$ cat src/rtl/fetch_sequencer_if.sv
// Fetch-side bus bundle: program-memory read handshake plus the decoder's
// instruction valid/ready handshake and its branch feedback.
interface fetch_sequencer_if #(
   parameter int Psize = 6,
   parameter int Isize = 24
);
   logic             imem_req;
   logic [Psize-1:0] imem_addr;
   logic             imem_ack;
   logic [Isize-1:0] imem_rdata;
   logic [Isize-1:0] instr;
   logic             instr_valid;
   logic             instr_ready;
   logic             br_taken;
   logic             br_rel;
   logic [Psize-1:0] br_target;

   modport master (
      output imem_req, imem_addr, instr, instr_valid,
      input  imem_ack, imem_rdata, instr_ready, br_taken, br_rel, br_target
   );

   modport slave (
      input  imem_req, imem_addr, instr, instr_valid,
      output imem_ack, imem_rdata, instr_ready, br_taken, br_rel, br_target
   );
endinterface

$ cat src/rtl/fetch_sequencer.sv
// picoMIPS instruction-fetch controller: fetches the word at PCout, holds it for
// the decoder, and steps the PC on accept; sticky error on a memory timeout.
module fetch_sequencer #(
   parameter int Psize = 6,
   parameter int Isize = 24,
   parameter int Tmax  = 15,
   parameter int Tw    = 4
) (
   input  logic             clk,
   input  logic             reset,
   input  logic [Psize-1:0] pc_addr,
   fetch_sequencer_if.master bus,
   output logic             PCincr,
   output logic             PCabsbranch,
   output logic             PCrelbranch,
   output logic [Psize-1:0] Branchaddr,
   output logic             fetch_err
);

   typedef enum logic [1:0] {IDLE, REQ, HOLD, ERR} state_t;

   // Count value seen during the last permitted waiting cycle.
   localparam logic [Tw-1:0] TLAST = Tw'(Tmax - 1);

   state_t           state;
   logic [Tw-1:0]    count;
   logic [Isize-1:0] instr_q;
   logic             instr_valid_q;
   logic             accept;

   always_ff @(posedge clk or posedge reset) begin
      if (reset) begin
         state         <= IDLE;
         count         <= '0;
         instr_q       <= '0;
         instr_valid_q <= 1'b0;
         fetch_err     <= 1'b0;
      end else begin
         case (state)
            IDLE: state <= REQ;
            REQ: begin
               if (bus.imem_ack) begin
                  instr_q       <= bus.imem_rdata;
                  instr_valid_q <= 1'b1;
                  count         <= '0;
                  state         <= HOLD;
               end else begin
                  count <= count + 1'b1;
                  if (count == TLAST) begin
                     fetch_err <= 1'b1;
                     state     <= ERR;
                  end
               end
            end
            HOLD: begin
               if (accept) begin
                  instr_valid_q <= 1'b0;
                  state         <= REQ;
               end
            end
            ERR: state <= ERR;
            default: state <= IDLE;
         endcase
      end
   end

   assign bus.imem_req    = (state == REQ);
   assign bus.imem_addr   = pc_addr;
   assign bus.instr       = instr_q;
   assign bus.instr_valid = instr_valid_q;

   // The PC samples these strobes on the accept edge, so they must be combinational.
   assign accept      = (state == HOLD) && instr_valid_q && bus.instr_ready;
   assign PCincr      = accept && !bus.br_taken;
   assign PCabsbranch = accept && bus.br_taken && !bus.br_rel;
   assign PCrelbranch = accept && bus.br_taken && bus.br_rel;
   assign Branchaddr  = accept ? bus.br_target : '0;

endmodule

$ cat src/flat_wrapper.sv
// flat-port wrapper written by rule: the top's interface ports become plain ports
module fetch_sequencer_flat 
#(
   parameter int Psize = 6,
   parameter int Isize = 24,
   parameter int Tmax  = 15,
   parameter int Tw    = 4
)
  (clk, reset, pc_addr, PCincr, PCabsbranch, PCrelbranch, Branchaddr, fetch_err, bus_imem_req, bus_imem_addr, bus_instr, bus_instr_valid, bus_imem_ack, bus_imem_rdata, bus_instr_ready, bus_br_taken, bus_br_rel, bus_br_target);
  fetch_sequencer_if #(.Psize(Psize), .Isize(Isize)) bus_i ();
  input  logic clk;
  input  logic reset;
  input  logic [Psize-1:0] pc_addr;
  output logic PCincr;
  output logic PCabsbranch;
  output logic PCrelbranch;
  output logic [Psize-1:0] Branchaddr;
  output logic fetch_err;
  output wire logic [$bits(bus_i.imem_req)-1:0] bus_imem_req;
  output wire logic [$bits(bus_i.imem_addr)-1:0] bus_imem_addr;
  output wire logic [$bits(bus_i.instr)-1:0] bus_instr;
  output wire logic [$bits(bus_i.instr_valid)-1:0] bus_instr_valid;
  input wire logic [$bits(bus_i.imem_ack)-1:0] bus_imem_ack;
  input wire logic [$bits(bus_i.imem_rdata)-1:0] bus_imem_rdata;
  input wire logic [$bits(bus_i.instr_ready)-1:0] bus_instr_ready;
  input wire logic [$bits(bus_i.br_taken)-1:0] bus_br_taken;
  input wire logic [$bits(bus_i.br_rel)-1:0] bus_br_rel;
  input wire logic [$bits(bus_i.br_target)-1:0] bus_br_target;
  assign bus_imem_req = bus_i.imem_req;
  assign bus_imem_addr = bus_i.imem_addr;
  assign bus_instr = bus_i.instr;
  assign bus_instr_valid = bus_i.instr_valid;
  assign bus_i.imem_ack = bus_imem_ack;
  assign bus_i.imem_rdata = bus_imem_rdata;
  assign bus_i.instr_ready = bus_instr_ready;
  assign bus_i.br_taken = bus_br_taken;
  assign bus_i.br_rel = bus_br_rel;
  assign bus_i.br_target = bus_br_target;
  fetch_sequencer #(.Psize(Psize), .Isize(Isize), .Tmax(Tmax), .Tw(Tw)) u_core (.clk(clk), .reset(reset), .pc_addr(pc_addr), .bus(bus_i), .PCincr(PCincr), .PCabsbranch(PCabsbranch), .PCrelbranch(PCrelbranch), .Branchaddr(Branchaddr), .fetch_err(fetch_err));
endmodule
$ cat config.mk
export PLATFORM = sky130hd
export DESIGN_NAME = fetch_sequencer_flat
export DESIGN_NICKNAME = d
export VERILOG_FILES = /design/src/rtl/fetch_sequencer_if.sv /design/src/rtl/fetch_sequencer.sv /design/src/flat_wrapper.sv
export SDC_FILE = /design/constraint.sdc
export NUM_CORES = 1
export LEC_CHECK = 0
export CORE_UTILIZATION = 29
export DETAILED_ROUTE_END_ITERATION = 6
export GPL_TIMING_DRIVEN = 0
export PLACE_DENSITY = 0.74
export SLEW_MARGIN = 10
export SYNTH_ARGS = -nofsm -noshare
export SYNTH_HDL_FRONTEND = slang
export SYNTH_SLANG_ARGS = --single-unit
$ cat constraint.sdc
create_clock -name clk -period 1.3 [get_ports clk]
set_clock_uncertainty 0.1 [all_clocks]
set_input_delay 0.26 -clock clk [delete_from_list [all_inputs] [get_ports clk]]
set_output_delay 0.26 -clock clk [all_outputs]
set_load 0.03 [all_outputs]
==> flow_summary.json <==
{
  "status": "finished with violations",
  "violations": "setup timing",
  "crit_path_start_kind": "flop",
  "syn2layout_area_growth_pct": 74.7,
  "cp_data_required_time_ns": 0.94,
  "hold_path_class": "in -> async",
  "rsz0062_at_grt": "true",
  "post-route-min-period_ns": 1.82,
  "maxCapViolCount": 0,
  "fin_setup_tns_ns": -10.20,
  "comb_power_share_pct": 49.8,
  "layout_common_cells": "34 x clkdlybuf4s50_1, 30 x dfrtp_1, 26 x buf_2",
  "arrival_ns": 1.46,
  "cellLeakagePower_nw": 1.31,
  "vdd_drop_max_v": 0.00110,
  "yosysSeqAreaShare_pct": 53.7,
  "antenna_cells": 0,
  "wl_per_cell_um": 12.5,
  "cts_made_buffers": 5,
  "max_freq_ghz": 0.551,
  "cts_buffer_depth": 2,
  "ys_types": 28,
  "crit_type": "reg -> out",
  "fin_util_pct": 53.7,
  "final_nets": 249,
  "final_layout_size_suffix_gt1_share_pct": 54.4,
  "hold_viol": 0,
  "cts_max_level": 2,
  "end_kind": "output pin",
  "grt_pass1_vias": 1144,
  "vias": 1166,
  "cts.reportedPaths.clkPinSlew_ns": 0.07,
  "detailed_place_hpwl_mm": 2.31,
  "slew_viol_final": 0,
  "io_pins": 84,
  "firstDrtPassIters": 4,
  "clock-sinks": 32,
  "viasPerCell": 4.27,
  "grt_overflow": 0,
  "slowest_delay_ns": 0.37,
  "synth-seq-cells": 32,
  "cts_tree": "built",
  "die_y_um": 73.7,
  "dp.cells": 251,
  "die_width_um": 73.7,
  "syn-cell-area_um2": 1490,
  "slew_headroom_pct": 54.5,
  "drt_iter0_drc": 15,
  "initial_core_util_pct": 30.8,
  "path_common_cell": "buf_6",
  "ys.warnings.count": 0,
  "synth_area_per_cell_um2": 13.9,
  "crit_fanout": 10,
  "finalCritPeriodShare_pct": 140,
  "path_cells": "buf_6 > and4b_1 > buf_6 > and3_4 > buf_6",
  "intPower_mw": 3.28,
  "grt_max_degree": 33,
  "fp.dieArea_um2": 5430,
  "setup_viol": 38,
  "clkLatencyLatePin_ns": 0.28,
  "finalPower_mw": 5.34,
  "p_clk_share_pct": 17.6,
  "antenna_left": 0,
  "place_ws_ns": -0.993,
  "gp_congestion": 0.744,
  "row_count": 25,
  "cts_hold_buffers": 0,
  "placement.io_buffers": 77,
  "synth_nets": 151,
  "coreArea_um2": 4850,
  "crit_slowest_cell": "dfrtp_1",
  "cts_root_buf": "clkbuf_8",
  "p_switching_mw": 2.06,
  "worst_pin_slew_ns": 0.681,
  "swShare_pct": 38.6,
  "powerDensity_nw_per_um2": 2050,
  "antenna_found_initial": 0,
  "fin_ws_ns": -0.516,
  "grt_pass1_wl_mm": 5.34,
  "route.detailed.drc": 0,
  "power_frac_seq_pct": 32.7,
  "final-instance-count-excl-fill": 273,
  "synthesis.instances": 107,
  "wirelength_mm": 3.41,
  "final_common_cell": "clkdlybuf4s50_1",
  "grt.total_usage_pct": 13.2
}
-- worst max-delay path, delay by kind of cell (launching register included) --
| kind | cells | cell delay [ns] |
|---|---|---|
| DFF | 1 | 0.37 |
| buffers and inverters | 3 | 0.37 |
| and+or+nand+nor | 2 | 0.43 |
-- registers in the layout, summed over array words and instances, names as in the netlist --
signal / cells
u_core.count: 4
u_core.state: 2
u_core.bus.instr: 24
u_core.fetch_err: 1
u_core.bus.instr_valid: 1
-- power groups by stage --
| stage | Sequential [mW] | Combinational (mW) | Clock, mW |
|---|---|---|---|
| after global placement | 1.76 | 2.75 | 0 |
| after floorplan | 2.51 | 0.940 | 0 |
| after global routing | 1.81 | 2.83 | 1.01 |
| after detailed placement | 1.76 | 2.79 | 0 |
| after CTS | 1.74 | 2.61 | 0.972 |
| final | 1.74 | 2.66 | 0.938 |
-- cells in the mapped netlist --
library cell	count	share of area, %
a21oi_1	3	1.0
a221o_1	1	0.67
a311oi_1	1	0.59
a41o_1	1	0.67
and2_1	6	2.5
and2b_1	1	0.50
and3_1	1	0.42
and4b_1	1	0.67
buf_2	2	0.67
buf_4	6	3.0
buf_6	2	1.5
dfrtp_1	32	54
ha_1	2	1.7
inv_1	4	1.0
mux2_2	6	4.5
mux2_4	19	19
nand2_1	4	1.0
nand2_4	1	0.75
nand2b_1	1	0.42
nand3_1	1	0.34
nand3b_1	1	0.50
nor2_1	5	1.3
nor2b_1	1	0.42
nor2b_4	1	0.92
nor4_1	1	0.42
o31a_1	1	0.59
o31ai_1	1	0.50
xor2_1	1	0.59
-- final cells by class --
cell class                      instances  area, um2
Tap cell                               67       83.8
Fill cell                             445       2240
Sequential cell                        32        803
Timing Repair Buffer                   91        825
Clock inverter                          3       42.5
Inverter                                4       18.8
Buffer                                 10        108
Multi-Input combinational cell         61        656
Clock buffer                            5       68.8
-- kinds of logic (layout without fill, tap and decap cells) --
group,after synthesis,count (layout),share of synthesized area [%]
simple gates,25,25,10.2
mux,25,25,23.7
buf+inv,14,113,6.21
fa+ha+maj,2,2,1.68
flops,32,32,53.7
xor+xnor,1,1,0.587
compound gates,8,8,4.03
-- through the flow --
step                hold slack, ns  cell area [um2]
floorplan                    0.259             1550
global placement             0.370             2400
detailed placement           0.375             2400
CTS                          0.350             2560
global route                 0.399             2610
finish                       0.319             2610
-- per-layer routing --
| layer | up-vias | share of wire [%] | global-route usage, % |
|---|---|---|---|
| met2 | 65 | 47 | 21.6 |
| met5 | - | 0 | 0 |
| met3 | 4 | 11 | 5.62 |
| li1 | 553 | - | - |
| met1 | 544 | 41 | 15.3 |
| met4 | 0 | 1.1 | 5.13 |
-- final timing paths --
path	slack, ns	startpoint	depth (start not counted)	endpoint
hold / removal	0.32	reset	2	u_core.bus.instr[9]
min in group clk	0.37	bus_imem_ack	2	u_core.count[1]
setup / recovery	-0.52	u_core.state[0]	5	PCrelbranch
hold reg to reg	0.38	u_core.fetch_err	1	u_core.fetch_err
setup reg to reg	-0.26	u_core.state[1]	6	u_core.bus.instr[3]
max in group asynchronous	0.36	reset	2	u_core.bus.instr_valid
-- repair_timing --
item,CTS,global route
endpoints found under the hold margin,0,0
pin swaps,0,4
gates cloned,2,0
resized for setup,213,14
buffers inserted,8,6
endpoints found under the setup margin,100,41
No activity file was read; power rests on OpenSTA's default activity.
